<file path="src/rtl/note_prompter_if.sv">
// Bus between note_prompter and the game side: player strobes in, target/score/status out.
interface note_prompter_if #(
  parameter int unsigned SCORE_W = 8
);
  logic               start;
  logic [3:0]         val;
  logic               val_valid;
  logic [3:0]         note;
  logic               note_valid;
  logic               hit;
  logic               miss;
  logic [SCORE_W-1:0] score;
  logic [1:0]         lives;
  logic               game_over;

  modport master (
    output start, val, val_valid,
    input  note, note_valid, hit, miss, score, lives, game_over
  );

  modport slave (
    input  start, val, val_valid,
    output note, note_valid, hit, miss, score, lives, game_over
  );
endinterface

</file>
<file path="src/rtl/note_prompter.sv">
// Rhythm-game note generator/judge: LFSR targets shown per beat window, score/lives tracking.
// Optional tempo speed-up on every 8th hit when NOTE_PROMPTER_SPEEDUP_EN is defined.
module note_prompter #(
  parameter int unsigned BEAT_CYCLES = 25000000,
  parameter int unsigned NOTE_BEATS  = 2,
  parameter logic [15:0] SEED        = 16'hACE1,
  parameter int unsigned SCORE_W     = 8
) (
  input logic            clk,
  input logic            rst_n,
  note_prompter_if.slave bus
);
  localparam int unsigned CNT_W = $clog2(BEAT_CYCLES + 1);
  localparam int unsigned BT_W  = $clog2(NOTE_BEATS + 1);
  localparam logic [CNT_W-1:0] BEAT_FULL = CNT_W'(BEAT_CYCLES);
  localparam logic [BT_W-1:0]  LAST_BEAT = BT_W'(NOTE_BEATS - 1);

  typedef enum logic [1:0] {IDLE, SHOW, GAP, OVER} state_t;

  state_t             state, state_d;
  logic [CNT_W-1:0]   cnt;
  logic [CNT_W-1:0]   limit;
  logic [BT_W-1:0]    beats;
  logic [15:0]        lfsr;
  logic [15:0]        lfsr_next;
  logic               beat_tick;
  logic               correct;
  logic               win;
  logic               lose;
  logic               restart;
  logic               enter_show;

  logic [3:0]         note_q;
  logic               note_valid_q;
  logic               hit_q;
  logic               miss_q;
  logic [SCORE_W-1:0] score_q;
  logic [1:0]         lives_q;
  logic               game_over_q;

  assign lfsr_next = {lfsr[14:0], lfsr[15] ^ lfsr[13] ^ lfsr[12] ^ lfsr[10]};
  assign beat_tick = (cnt == limit - CNT_W'(1));
  assign correct   = (bus.val == note_q);

`ifdef NOTE_PROMPTER_SPEEDUP_EN
  localparam logic [CNT_W-1:0] FLOOR = CNT_W'(BEAT_CYCLES >> 1);

  logic [CNT_W-1:0] beat_limit;
  logic [CNT_W-1:0] shrunk;
  logic [2:0]       hit_cnt;

  assign shrunk = beat_limit - (beat_limit >> 3);
  assign limit  = beat_limit;

  // Tempo tightens by 1/8 on every eighth hit, never below half the nominal beat.
  always_ff @(posedge clk or negedge rst_n) begin
    if (!rst_n) begin
      beat_limit <= BEAT_FULL;
      hit_cnt    <= 3'd0;
    end else if (restart) begin
      beat_limit <= BEAT_FULL;
    end else if (win) begin
      hit_cnt <= hit_cnt + 3'd1;
      if (hit_cnt == 3'd7) beat_limit <= (shrunk < FLOOR) ? FLOOR : shrunk;
    end
  end
`else
  assign limit = BEAT_FULL;
`endif

  always_ff @(posedge clk or negedge rst_n) begin
    if (!rst_n) state <= IDLE;
    else        state <= state_d;
  end

  // Next state plus judgement strobes; the input beats a coincident final beat_tick.
  always_comb begin
    state_d = state;
    win     = 1'b0;
    lose    = 1'b0;
    restart = 1'b0;
    case (state)
      IDLE: if (bus.start) state_d = SHOW;
      SHOW: begin
        if (bus.val_valid) begin
          win  = correct;
          lose = !correct;
        end else if (beat_tick && beats == LAST_BEAT) begin
          lose = 1'b1;
        end
        if (win)       state_d = GAP;
        else if (lose) state_d = (lives_q == 2'd1) ? OVER : GAP;
      end
      GAP:  if (beat_tick) state_d = SHOW;
      OVER: if (bus.start) begin
        restart = 1'b1;
        state_d = SHOW;
      end
      default: state_d = IDLE;
    endcase
  end

  assign enter_show = (state_d == SHOW) && (state != SHOW);

  always_ff @(posedge clk or negedge rst_n) begin
    if (!rst_n) begin
      lfsr         <= SEED;
      cnt          <= '0;
      beats        <= '0;
      note_q       <= 4'h0;
      note_valid_q <= 1'b0;
      hit_q        <= 1'b0;
      miss_q       <= 1'b0;
      score_q      <= '0;
      lives_q      <= 2'd3;
      game_over_q  <= 1'b0;
    end else begin
      hit_q        <= win;
      miss_q       <= lose;
      note_valid_q <= (state_d == SHOW);
      game_over_q  <= (state_d == OVER);

      if (enter_show) begin
        note_q <= (lfsr[3:0] == 4'h0) ? 4'h1 : lfsr[3:0];
        lfsr   <= lfsr_next;
      end else if (state_d != SHOW) begin
        note_q <= 4'h0;
      end

      if (state_d != state || beat_tick) cnt <= '0;
      else                               cnt <= cnt + CNT_W'(1);

      if (state_d != state)                  beats <= '0;
      else if (state == SHOW && beat_tick)   beats <= beats + BT_W'(1);

      if (restart)                 score_q <= '0;
      else if (win && score_q != '1) score_q <= score_q + SCORE_W'(1);

      if (restart)   lives_q <= 2'd3;
      else if (lose) lives_q <= lives_q - 2'd1;
    end
  end

  assign bus.note       = note_q;
  assign bus.note_valid = note_valid_q;
  assign bus.hit        = hit_q;
  assign bus.miss       = miss_q;
  assign bus.score      = score_q;
  assign bus.lives      = lives_q;
  assign bus.game_over  = game_over_q;
endmodule

</file>
<file path="src/flat_wrapper.sv">
// flat-port wrapper written by rule: the top's interface ports become plain ports
module note_prompter_flat 
#(
  parameter int unsigned BEAT_CYCLES = 25000000,
  parameter int unsigned NOTE_BEATS  = 2,
  parameter logic [15:0] SEED        = 16'hACE1,
  parameter int unsigned SCORE_W     = 8
)
  (clk, rst_n, bus_start, bus_val, bus_val_valid, bus_note, bus_note_valid, bus_hit, bus_miss, bus_score, bus_lives, bus_game_over);
  note_prompter_if #(.SCORE_W(SCORE_W)) bus_i ();
  input logic clk;
  input logic rst_n;
  input wire logic [$bits(bus_i.start)-1:0] bus_start;
  input wire logic [$bits(bus_i.val)-1:0] bus_val;
  input wire logic [$bits(bus_i.val_valid)-1:0] bus_val_valid;
  output wire logic [$bits(bus_i.note)-1:0] bus_note;
  output wire logic [$bits(bus_i.note_valid)-1:0] bus_note_valid;
  output wire logic [$bits(bus_i.hit)-1:0] bus_hit;
  output wire logic [$bits(bus_i.miss)-1:0] bus_miss;
  output wire logic [$bits(bus_i.score)-1:0] bus_score;
  output wire logic [$bits(bus_i.lives)-1:0] bus_lives;
  output wire logic [$bits(bus_i.game_over)-1:0] bus_game_over;
  assign bus_i.start = bus_start;
  assign bus_i.val = bus_val;
  assign bus_i.val_valid = bus_val_valid;
  assign bus_note = bus_i.note;
  assign bus_note_valid = bus_i.note_valid;
  assign bus_hit = bus_i.hit;
  assign bus_miss = bus_i.miss;
  assign bus_score = bus_i.score;
  assign bus_lives = bus_i.lives;
  assign bus_game_over = bus_i.game_over;
  note_prompter #(.BEAT_CYCLES(BEAT_CYCLES), .NOTE_BEATS(NOTE_BEATS), .SEED(SEED), .SCORE_W(SCORE_W)) u_core (.clk(clk), .rst_n(rst_n), .bus(bus_i));
endmodule
</file>
<file path="config.mk">
export PLATFORM = sky130hd
export DESIGN_NAME = note_prompter_flat
export DESIGN_NICKNAME = d
export VERILOG_FILES = /design/src/rtl/note_prompter_if.sv /design/src/rtl/note_prompter.sv /design/src/flat_wrapper.sv
export SDC_FILE = /design/constraint.sdc
export NUM_CORES = 1
export LEC_CHECK = 0
export ABC_AREA = 1
export BUFFER_PORTS_ARGS = -buffer_cell sky130_fd_sc_hd__buf_4
export CELL_PAD_IN_SITES_DETAIL_PLACEMENT = 1
export CELL_PAD_IN_SITES_GLOBAL_PLACEMENT = 1
export CORE_UTILIZATION = 42
export CTS_CLUSTER_DIAMETER = 40
export DETAILED_ROUTE_END_ITERATION = 10
export PLACE_DENSITY_LB_ADDON = 0.12
export RECOVER_POWER = 25
export SYNTH_ARGS = -nofsm -noshare
export SYNTH_HDL_FRONTEND = slang
export SYNTH_SLANG_ARGS = --single-unit
export TNS_END_PERCENT = 10
</file>
<file path="constraint.sdc">
create_clock -name clk -period 2 [get_ports clk]
set_input_delay 0.5 -clock clk [delete_from_list [all_inputs] [get_ports clk]]
set_output_delay 0.5 -clock clk [all_outputs]
set_load 0.03 [all_outputs]
</file>
==> results by group, run 1 <==
Critical path
  – Worst Reg-to-Reg Cells: 14
  – Maximum fanout along the worst path: 5
  – Required time of the worst setup path: 2.27 ns
  – Reg2Reg Capture Point: u_core.cnt[14]
  – Kind of start point of the critical path: register
  – Worst path arrival time: 2.37 ns
  – Origin of the critical flop-to-flop path: u_core.cnt[0]
  – Setup slack on the worst flop-to-flop path: -0.1 ns
  – Crit. End Element: register
  – Cell with the biggest individual delay on the critical path: dfrtp_1
  – WS Path Type: register to register
  – Worst-path cell chain: ha_2 > nand3_2 > inv_2 > nand2_2 > nor2_4 > nand3_2 > nand2_2 > nand2_2 > nand3_4 > nand2_4 > nand2_4 > nand4_4 > clkbuf_16 > nor2_4
  – Most used cell along the critical path: nand2_2
  – Maximum single-stage delay on the critical path: 0.39 ns

Logic synthesis
  – Nets in the synthesized netlist: 403
  – Proportion of register bits with asynchronous set or reset after synthesis: 100.0%
  – Number of instances in the synthesized netlist: 387
  – Cell taking the most area after synthesis: dfrtp_1
  – Dominant cells by area after synthesis: dfrtp_1 38%, nand2_1 10%, dfstp_2 7.6%, nor2_4 6.5%, inv_1 4.5%
  – Dominant cell by count in the synthesized netlist: nand2_1
  – Prevailing post-synth register cell: dfrtp_1
  – Share of the synthesized area in the top cell type: 38.36%
  – Netlist area before placement: 3457 µm²
  – FF+latch count, synth: 63
  – Number of flops mapped to enable cells by yosys: 0
  – Ys Warns: 0
  – Unique masters post-synth: 32
  – Cell types with the highest counts after synthesis: 94 x nand2_1, 53 x dfrtp_1, 41 x inv_1
  – Mean instance size in the synthesized netlist: 8.933 µm²
  – Sequential share of the synthesized area: 45.96%

CTS
  – Clock H-tree levels: 3
  – TritonCTS clock tree: done
  – Insertion delay of the later-clocked pin in the worst-skew pair: 0.34 ns
  – Root buffer cell: clkbuf_8
  – Clock input transition at the sequential cells of the worst setup and hold paths: 0.07 ns
  – Clk buf depth: 2
  – Number of sinks driven by the clock tree: 63
  – CTS Buf Count: 9
  – Number of buffers added to fix hold violations after cts: 0

Timing
  – Setup violations, final: 25
  – Max Clock Skew: 0.01175 ns
  – Slew at the pin closest to its max-slew limit: 1.434 ns
  – Setup repair after global routing missed its margin: true
  – Period minus WS final: 2.096 ns
  – Share of the cycle needed by the critical path after routing: 104.8%
  – Setup_tns: -1.952 ns
  – Post-route setup slack: -0.09558 ns
  – Slew headroom: 4.367%
  – Worst-case hold slack: 0.4628 ns
  – Final hold viol count: 0
  – Final Slew Violations: 0
  – Fmax: 477.2 MHz

Cells and area
  – Area of the multi-input gates: 1720 µm²
  – Layout fillers: 935
  – Number of diodes added for antenna fixing: 0
  – Total number of nets in the final design: 476
  – Growth of design area from synthesis to finish: 26.17%
  – Register area: 1590 µm²
  – Layout cell share with drive strength beyond 1: 34.84%

Global route
  – Aggregate global routing overflow: 0
  – Maximum number of pins on one net before global-route repair: 40
  – Antenna violations before repair: 0
  – Total track usage: 20.43%
  – Number of global-route vias before repair: 2879
  – Wire length of the first global-routing pass: 13.52 mm

Floorplan
  – Initial Util: 44.05%
  – Die extent in x: 92.73 µm
  – Total Die Area: 8598 µm²
  – Number of top-level pins: 26
  – Die Height: 92.73 µm
  – Standard-cell rows: 32
  – Placeable Area: 7848 µm²

Power
  – Worst IR drop on VDD: 0.0006691 V
  – Leakage power: 1.937 nW
  – Pint: 2.949 mW
  – Sequential share of power: 30.4%
  – Combinational power share: 47.9%
  – Clock group share of total power: 21.7%
  – Total power draw: 5.025 mW
  – Fraction of power spent switching nets: 41.31%
  – Net switching power of the design: 2.076 mW
  – Total power per unit cell area: 1152 nW/µm²

Run status
  – Run status: complete, but fails checks
  – Failing checks: setup timing

Detailed routing
  – Number of vias per cell: 4.808
  – Drt drc: 0
  – Highest metal layer with signal wires: met4
  – Wire length per cell: 14.63 µm
  – Initial drt markers: 69
  – Sum of routed wire segments on met1: 3.709 mm
  – Detailed-routing iteration count for the pre-antenna-repair pass: 4
  – Vias post-DR: 2726
  – Detail Route met2 WL: 4.272 mm
  – Detailed-routed wire length on met3: 238 µm
  – Total length of routed wires: 8.297 mm
  – Antenna Nets Post-Route: 0

Place
  – Worst slack, placed: -0.1023 ns
  – Gp weighted congestion: 0.7900
  – Total half-perimeter wirelength after legalization and detailed placement: 5.878 mm
  – Port Buffer Count: 25

Run
  – Max Cap Viol: 0

Hold path
  – Hold Path Origin: u_core.lfsr[5]
  – Instance count along the most critical hold path: 2
  – Destination of the worst hold path: u_core.lfsr[6]
  – Worst hold path type: register to register
[cells in the final DEF, fill, tap and decap left out, types with 12 or more instances in the layout]
cell      n
dfrtp_1  52
inv_1    40
nor2_1   23
buf_4    59
xor2_1   14
nand3_1  15
nand2_1  92
nor2_4   26
nand2_2  20
xnor2_1  12
[cell families after synthesis]
group	Yosys count	share of synthesized area [%]
and+or+nand+nor	216	33.98
DFF	63	45.96
buffers and inverters	48	6.515
AOI/OAI and AO/OA	26	4.053
xor gates and xnor gates	26	6.587
adders and majority gates	8	2.896
[flip-flops by register name (all words and copies together), names as in the netlist]
register               flops
u_core.beats               2
u_core.bus.game_over       1
u_core.bus.hit             1
u_core.bus.lives           2
u_core.bus.miss            1
u_core.bus.note            4
u_core.bus.note_valid      1
u_core.bus.score           8
u_core.cnt                25
u_core.lfsr               16
u_core.state               2
[routing by layer]
layer  GRT usage [%]  up-vias
met5               0        -
met4           5.513        0
met3           5.337        6
met2           35.49       33
met1           25.04     1330
li1                -     1357
[power groups by stage]
stage	logic (mW)	registers, mW	clock network [mW]
floorplan	1.31	1.70	0
global placement	1.91	1.54	0
detailed placement	1.98	1.55	0
CTS	2.16	1.53	1.13
global route	2.59	1.54	1.18
finish	2.41	1.53	1.09
[stage by stage]
| stage | utilization [%] | instances | area, µm² |
|---|---|---|---|
| after floorplan | - | 387 | 3457 |
| after global placement | 51.07 | 544 | 4008 |
| after detailed placement | 51.07 | 544 | 4008 |
| after CTS | 53.99 | 562 | 4237 |
| after global routing | 55.58 | 567 | 4362 |
| final | 55.58 | 567 | 4362 |
[how the worst max path moves through the flow]
stage | startpoint | endpoint | slack (ns)
5_1_grt | u_core.cnt[0] | u_core.cnt[15] | -0.20
4_1_cts | u_core.cnt[1] | u_core.cnt[1] | -0.04
3_5_place_dp | bus_val[0] | u_core.bus.score[6] | -0.10
6_report | u_core.cnt[0] | u_core.cnt[14] | -0.1
3_3_place_gp | bus_val[0] | u_core.bus.score[6] | -0.06
2_1_floorplan | u_core.cnt[0] | u_core.cnt[13] | 0.12
[final cells by class]
type,count,share of cell area [%]
multi-input combinational,276,39.44
tap,102,2.926
sequential,63,36.46
timing repair buffer,66,12.88
clock inverter,3,0.9753
inverter,44,3.901
clock buffer,13,3.414
[timing repair]
item	CTS	global route
buffers inserted	1	4
pin swaps	1	10
setup endpoints to repair	4	52
cloned	1	1
gates resized for setup	2	26
[worst max-delay path: cells and delay by family, from the launching register on]
family        cells  cell delay [ns]
flops             1             0.39
buf+inv           2             0.35
simple gates     11             1.09
fa+ha+maj         1             0.20
No activity file was read; power rests on OpenSTA's default activity.
==> run 2: changes to the inputs <==
--- a/config.mk
+++ b/config.mk
@@ -6,7 +6,7 @@
 export NUM_CORES = 1
 export LEC_CHECK = 0
 export ABC_AREA = 1
-export BUFFER_PORTS_ARGS = -buffer_cell sky130_fd_sc_hd__buf_4
+export BUFFER_PORTS_ARGS = -buffer_cell sky130_fd_sc_hd__buf_2
 export CELL_PAD_IN_SITES_DETAIL_PLACEMENT = 1
 export CELL_PAD_IN_SITES_GLOBAL_PLACEMENT = 1
 export CORE_UTILIZATION = 42
@@ -17,4 +17,4 @@
 export SYNTH_ARGS = -nofsm -noshare
 export SYNTH_HDL_FRONTEND = slang
 export SYNTH_SLANG_ARGS = --single-unit
-export TNS_END_PERCENT = 10
+export TNS_END_PERCENT = 20
==> run 2 against run 1 <==
The flow still finishes with violations (setup timing). Routed wire length down 2.5%. Cell count down 1.6%. Sequential power about the same. Setup slack better by 0.073 ns. Fmax up 3.6%. Clock skew up 0.00085 ns. First-iteration DRC count up 46%. Worst hold slack worse by 0.24 ns. Clock power about the same. Register-to-register slack better by 0.07 ns. Critical path type unchanged. Critical endpoint is now u_core.cnt[6].
==> results by group, run 2 (synthesis gave the netlist of run 1 again) <==
Place
  – Total half-perimeter wirelength after legalization and detailed placement: 5.670 mm (-3.5%)
  – Port Buffer Count: 25 (unchanged)
  – Gp weighted congestion: 0.7863 (-0.47%)
  – Cell Area, Placed: 3855 µm² (-3.8%)
  – Worst slack, placed: -0.04429 ns (+0.05804 ns)

Global route
  – Maximum number of pins on one net before global-route repair: 50 (+25%)
  – Total track usage: 20.07% (-0.37 points)
  – Wire length of the first global-routing pass: 13.42 mm (-0.72%)
  – Aggregate global routing overflow: 0 (unchanged)
  – Antenna violations before repair: 0 (unchanged)
  – Number of global-route vias before repair: 2831 (-1.7%)

Floorplan
  – Placeable Area: 7848 µm² (unchanged)
  – Total Die Area: 8598 µm² (unchanged)
  – Number of top-level pins: 26 (unchanged)
  – Standard-cell rows: 32 (unchanged)
  – Die extent in x: 92.73 µm (unchanged)
  – Initial Util: 44.05% (unchanged)
  – Die Height: 92.73 µm (unchanged)

Critical path
  – Worst Reg-to-Reg Cells: 14 (unchanged)
  – WS Path Type: register to register
  – Maximum fanout along the worst path: 7 (+2)
  – Cell with the biggest individual delay on the critical path: dfrtp_1
  – Maximum single-stage delay on the critical path: 0.41 ns (+0.02 ns)
  – Origin of the critical flop-to-flop path: u_core.cnt[0]
  – Worst-path cell chain: ha_4 > nand3_4 > inv_2 > nand2_2 > nor2_4 > nand3_2 > nand2_2 > nand2_2 > nand3_4 > nand2_4 > nand2_4 > nand4_4 > clkbuf_16 > nor2_4
  – Most used cell along the critical path: nand2_2
  – Crit path from: u_core.cnt[0]
  – Reg2Reg Capture Point: u_core.cnt[6]
  – Kind of start point of the critical path: register
  – Setup slack on the worst flop-to-flop path: -0.02 ns (+0.07 ns)
  – Crit. End Element: register
  – Worst setup path endpoint: u_core.cnt[6]
  – Worst path arrival time: 2.30 ns (-0.07 ns)
  – Required time of the worst setup path: 2.27 ns (about the same)

Detailed routing
  – Number of vias per cell: 4.932 (+2.6%)
  – Drt drc: 0 (unchanged)
  – Vias post-DR: 2752 (+0.95%)
  – Wire length per cell: 14.50 µm (-0.91%)
  – Detailed-routing iteration count for the pre-antenna-repair pass: 4 (unchanged)
  – Total length of routed wires: 8.091 mm (-2.5%)
  – Initial drt markers: 101 (+46%)
  – Antenna Nets Post-Route: 0 (unchanged)

CTS
  – Insertion delay of the later-clocked pin in the worst-skew pair: 0.34 ns (about the same)
  – Clk buf depth: 2 (unchanged)
  – Clock H-tree levels: 3 (unchanged)
  – Number of sinks driven by the clock tree: 63 (unchanged)
  – Clock input transition at the sequential cells of the worst setup and hold paths: 0.08 ns (about the same)
  – TritonCTS clock tree: done
  – Root buffer cell: clkbuf_8
  – CTS Buf Count: 9 (unchanged)
  – Number of buffers added to fix hold violations after cts: 0 (unchanged)

Cells and area
  – Most frequent cells in the layout: 90 x nand2_1, 52 x dfrtp_1, 40 x inv_1
  – Largest register FFs: 25 (unchanged)
  – Growth of design area from synthesis to finish: 23.13%
  – Register area: 1590 µm² (unchanged)
  – Number of diodes added for antenna fixing: 0 (unchanged)
  – Layout cell share with drive strength beyond 1: 34.21% (-0.63 points)
  – Layout Cell Area excl Fill: 4257 µm² (-2.4%)
  – Total number of nets in the final design: 467 (-1.9%)
  – Most frequent standard cell in the layout excluding fill and tap cells: nand2_1
  – Layout fillers: 967 (+3.4%)
  – Area of the multi-input gates: 1735 µm² (+0.87%)
  – Top register by number of flip-flops: u_core.cnt
  – Layout Utilization: 54.24% (-1.3 points)

Timing
  – Period minus WS final: 2.023 ns (-0.07265 ns)
  – Setup violations, final: 12 (-52%)
  – Post-route setup slack: -0.02293 ns (+0.07265 ns)
  – Fmax: 494.3 MHz (+3.6%)
  – Share of the cycle needed by the critical path after routing: 101.1% (-3.6 points)
  – Max Clock Skew: 0.01260 ns (+0.0008496 ns)
  – Final hold viol count: 0 (unchanged)
  – Final Slew Violations: 0 (unchanged)
  – Setup_tns: -0.1409 ns (+1.811 ns)
  – Slew headroom: 44.94% (+41 points)
  – Setup repair after global routing missed its margin: true
  – Slew at the pin closest to its max-slew limit: 0.8259 ns (-0.6086 ns)

Power
  – Clock group share of total power: 22.4% (+0.7 points)
  – Fraction of power spent switching nets: 42.14% (+0.82 points)
  – Sequential share of power: 30.3% (about the same)
  – Pint: 2.895 mW (-1.8%)
  – Worst IR drop on VDD: 0.0006787 V (+1.4%)
  – Total power per unit cell area: 1176 nW/µm² (+2.0%)
  – Leakage power: 1.883 nW (-2.8%)
  – Total power draw: 5.004 mW (-0.42%)
  – Net switching power of the design: 2.108 mW (+1.6%)
  – Combinational power share: 47.3% (-0.6 points)

Hold path
  – Worst hold path type: input port to async pin

Run
  – Max Cap Viol: 0 (unchanged)

Run status
  – Failing checks: setup timing
  – Run status: complete, but fails checks
-- run 2: changes by cell type in the layout (fill, tap and decap cells not counted), sizes merged --
cell / delta
buf: -11
clkinvlp: +2
-- run 2: layer usage --
metal  routed length [µm]  share of wire (%)  vias up  global-route usage (%)
li1                     -                  -     1352                       -
met1                 3725                 46     1362                   26.62
met2                 4069                 50       34                   32.35
met3                  233                2.9        4                   5.008
met4                   63               0.78        0                   6.026
met5                    0                  0        -                       0
-- run 2: per-stage QoR --
stage,std cells,hold slack [ns]
2_1_floorplan,387,0.2044
3_3_place_gp,532,0.4458
3_5_place_dp,532,0.4493
4_1_cts,548,0.07347
5_1_grt,558,0.2958
6_report,558,0.2234
-- run 2: power by group through the flow --
| stage | clock (mW) | combinational, mW | sequential, mW |
|---|---|---|---|
| detailed placement | 0 | 1.90 | 1.54 |
| global route | 1.21 | 2.54 | 1.53 |
| global placement | 0 | 1.86 | 1.53 |
| finish | 1.12 | 2.37 | 1.51 |
| floorplan | 0 | 1.31 | 1.70 |
| CTS | 1.15 | 1.91 | 1.52 |
-- run 2: layout make-up --
class / instances / share of cell area (%)
repair buffers: 57 / 10.14
flip-flops and latches: 63 / 37.36
multi-input cells: 276 / 40.77
clock buffers: 11 / 3.322
well taps: 102 / 2.998
inverters: 44 / 4.056
clock inverters: 5 / 1.352
-- run 2: repair_timing --
action	in CTS	in global routing
resized for setup	2	29
cloned	0	2
setup buffers	0	8
pin swaps	1	8
endpoints found under the setup margin	20	46
-- run 2: worst min path at each step --
| stage | depth (start not counted) | slack, ns | from | to |
|---|---|---|---|---|
| after floorplan | 0 | 0.20 | rst_n | u_core.beats[0] |
| after global placement | 1 | 0.45 | rst_n | u_core.cnt[9] |
| after detailed placement | 1 | 0.45 | rst_n | u_core.cnt[9] |
| after CTS | 1 | 0.07 | rst_n | u_core.cnt[9] |
| after global routing | 1 | 0.30 | rst_n | u_core.cnt[9] |
| final | 1 | 0.22 | rst_n | u_core.cnt[9] |
-- run 2: worst max-delay path: cells and delay by family (launching register included) --
family / cells / cell delay [ns]
AND/OR/NAND/NOR: 11 / 1.02
flip-flops: 1 / 0.41
buffers and inverters: 2 / 0.34
adder cells (fa/ha/maj): 1 / 0.18
==> run 3: changes to the inputs <==
--- a/config.mk
+++ b/config.mk
@@ -13,7 +13,6 @@
 export CTS_CLUSTER_DIAMETER = 40
 export DETAILED_ROUTE_END_ITERATION = 10
 export PLACE_DENSITY_LB_ADDON = 0.12
-export RECOVER_POWER = 25
 export SYNTH_ARGS = -nofsm -noshare
 export SYNTH_HDL_FRONTEND = slang
 export SYNTH_SLANG_ARGS = --single-unit
==> run 3 against run 2 <==
The flow still finishes with violations (setup timing). Global-route usage unchanged. Routed wire length increased by 0.54%. Largest cell class unchanged. Final area increased by 0.32%. Count of clock-buffer cells in the layout unchanged. First-iteration DRC count increased by 2.0%. Clock skew about the same. Clock power about the same. Sequential share of layout area decreased by 0.12 points. Largest power group unchanged. Power increased by 0.15%. Critical path depth unchanged. Cell count unchanged.
==> results by group, run 3 (synthesis gave the netlist of run 1 again) <==
Cells and area
  – Register area: 1590 µm² (unchanged)
  – Total number of nets in the final design: 467 (unchanged)
  – Layout fillers: 967 (unchanged)
  – Final cell count without fillers: 558 (unchanged)
  – Layout cell share with drive strength beyond 1: 34.43% (+0.22 points)
  – Area of the multi-input gates: 1735 µm² (unchanged)
  – Number of diodes added for antenna fixing: 0 (unchanged)
  – Layout Cell Area excl Fill: 4270 µm² (+0.32%)
  – Most frequent standard cell in the layout excluding fill and tap cells: nand2_1
  – Most frequent cells in the layout: 90 x nand2_1, 52 x dfrtp_1, 40 x inv_1
  – Top register by number of flip-flops: u_core.cnt
  – Largest register FFs: 25 (unchanged)
  – Growth of design area from synthesis to finish: 23.53%

Power
  – Net switching power of the design: 2.113 mW (+0.21%)
  – Clock group share of total power: 22.5% (about the same)
  – Total power per unit cell area: 1174 nW/µm² (-0.17%)
  – Combinational power share: 47.3% (about the same)
  – Fraction of power spent switching nets: 42.16% (about the same)
  – Leakage power: 1.891 nW (+0.40%)
  – Worst IR drop on VDD: 0.0006784 V (about the same)
  – Pint: 2.899 mW (+0.11%)
  – Sequential share of power: 30.2% (about the same)

Detailed routing
  – Antenna Nets Post-Route: 0 (unchanged)
  – Total length of routed wires: 8.135 mm (+0.54%)
  – Detailed-routing iteration count for the pre-antenna-repair pass: 4 (unchanged)
  – Initial drt markers: 103 (+2.0%)
  – Wire length per cell: 14.58 µm (+0.54%)
  – Drt drc: 0 (unchanged)
  – Vias post-DR: 2758 (+0.22%)
  – Number of vias per cell: 4.943 (+0.22%)

Critical path
  – Kind of start point of the critical path: register
  – Required time of the worst setup path: 2.28 ns (about the same)
  – Worst path arrival time: 2.30 ns (about the same)
  – Maximum fanout along the worst path: 7 (unchanged)
  – Crit. End Element: register
  – WS Path Type: register to register

Global route
  – Number of global-route vias before repair: 2831 (unchanged)
  – Maximum number of pins on one net before global-route repair: 50 (unchanged)
  – Total track usage: 20.07% (unchanged)
  – Antenna violations before repair: 0 (unchanged)
  – Aggregate global routing overflow: 0 (unchanged)
  – Wire length of the first global-routing pass: 13.42 mm (unchanged)

Hold path
  – Worst hold path type: input port to async pin

Timing
  – Share of the cycle needed by the critical path after routing: 100.9% (-0.22 points)
  – Slew headroom: 74.35% (+29 points)
  – Period minus WS final: 2.019 ns (-0.004428 ns)
  – Setup violations, final: 10 (-2)
  – Final Slew Violations: 0 (unchanged)
  – Fmax: 495.4 MHz (+0.22%)
  – Final hold viol count: 0 (unchanged)
  – Post-route setup slack: -0.01850 ns (+0.004428 ns)
  – Setup repair after global routing missed its margin: true
  – Slew at the pin closest to its max-slew limit: 0.3818 ns (-0.4441 ns)
  – Worst-case hold slack: 0.06160 ns (-0.1618 ns)
  – Max Clock Skew: 0.01269 ns (+0.00008540 ns)

Place
  – Placed cell count: 532 (unchanged)
  – Port Buffer Count: 25 (unchanged)
  – Worst slack, placed: -0.04429 ns (unchanged)
  – Total half-perimeter wirelength after legalization and detailed placement: 5.670 mm (unchanged)
  – Cell Area, Placed: 3855 µm² (unchanged)
  – Gp weighted congestion: 0.7863 (unchanged)

Floorplan
  – Die extent in x: 92.73 µm (unchanged)
  – Number of top-level pins: 26 (unchanged)
  – Initial Util: 44.05% (unchanged)
  – Total Die Area: 8598 µm² (unchanged)
  – Standard-cell rows: 32 (unchanged)
  – Die Height: 92.73 µm (unchanged)
  – Placeable Area: 7848 µm² (unchanged)

CTS
  – Clk buf depth: 2 (unchanged)
  – Number of sinks driven by the clock tree: 63 (unchanged)
  – Root buffer cell: clkbuf_8
  – Clock H-tree levels: 3 (unchanged)
  – Insertion delay of the later-clocked pin in the worst-skew pair: 0.35 ns (about the same)
  – Clock input transition at the sequential cells of the worst setup and hold paths: 0.08 ns (about the same)
  – TritonCTS clock tree: done
  – CTS Buf Count: 9 (unchanged)

Run status
  – Failing checks: setup timing
  – Run status: complete, but fails checks

Run
  – Max Cap Viol: 0 (unchanged)
==> run 3: cell types whose count changed in the layout (fill, tap and decap cells not counted), sizes merged <==
cell    delta
buf        +2
clkbuf     -2
==> run 3: worst paths after layout <==
kind | slack, ns | to | depth (start not counted) | start
max | -0.02 | u_core.cnt[6] | 14 | u_core.cnt[0]
min | 0.06 | u_core.cnt[9] | 1 | rst_n
max reg2reg | -0.02 | u_core.cnt[6] | 14 | u_core.cnt[0]
min reg2reg | 0.46 | u_core.lfsr[6] | 2 | u_core.lfsr[5]
max in group asynchronous | 1.28 | u_core.bus.lives[1] | 2 | rst_n
min in group clk | 0.46 | u_core.lfsr[6] | 2 | u_core.lfsr[5]
==> run 3: repair_timing <==
action / CTS / global route
setup endpoints to repair: 20 / 46
buffers inserted: 0 / 8
pin swaps: 1 / 8
cloned: 0 / 2
gates resized for setup: 2 / 29
hold buffers: 0 / 0
==> run 3: power groups by stage <==
stage / Sequential (mW) / Combinational, mW / Clock, mW
after detailed placement: 1.54 / 1.90 / 0
after CTS: 1.52 / 1.91 / 1.15
final: 1.51 / 2.37 / 1.13
after global routing: 1.53 / 2.55 / 1.21
after floorplan: 1.70 / 1.31 / 0
after global placement: 1.53 / 1.86 / 0
==> run 3: worst max-delay path: stages (launching register included) <==
cell and delay [ns]:
dfrtp_1 0.41, ha_4 0.18, nand3_4 0.08, inv_2 0.09, nand2_2 0.06, nor2_4 0.11
nand3_2 0.10, nand2_2 0.11, nand2_2 0.07, nand3_4 0.08, nand2_4 0.09, nand2_4 0.08
nand4_4 0.17, clkbuf_16 0.25, nor2_4 0.07
==> run 3: cell type report <==
cell class,count,share of cell area (%)
Multi-Input combinational cell,276,40.64
Sequential cell,63,37.24
Timing Repair Buffer,57,10.43
Inverter,44,4.043
Clock buffer,11,3.311
Tap cell,102,2.989
Clock inverter,5,1.348
==> run 3: stage by stage <==
| step | setup TNS, ns | utilization, % | total power, mW |
|---|---|---|---|
| final | -0.09541 | 54.42 | 5.012 |
| after global routing | -4.170 | 54.42 | 5.291 |
| after CTS | 0 | 51.72 | 4.584 |
| after detailed placement | -0.06923 | 49.12 | 3.441 |
| after global placement | -0.002862 | 49.12 | 3.389 |
| after floorplan | 0 | - | 3.005 |
==> run 3: metal layers <==
layer / global-route usage [%] / share of wire [%] / vias up
met1: 26.62 / 46 / 1362
met2: 32.35 / 50 / 37
met5: 0 / 0 / -
li1: - / - / 1353
met3: 5.008 / 3.0 / 6
met4: 6.026 / 1.0 / 0
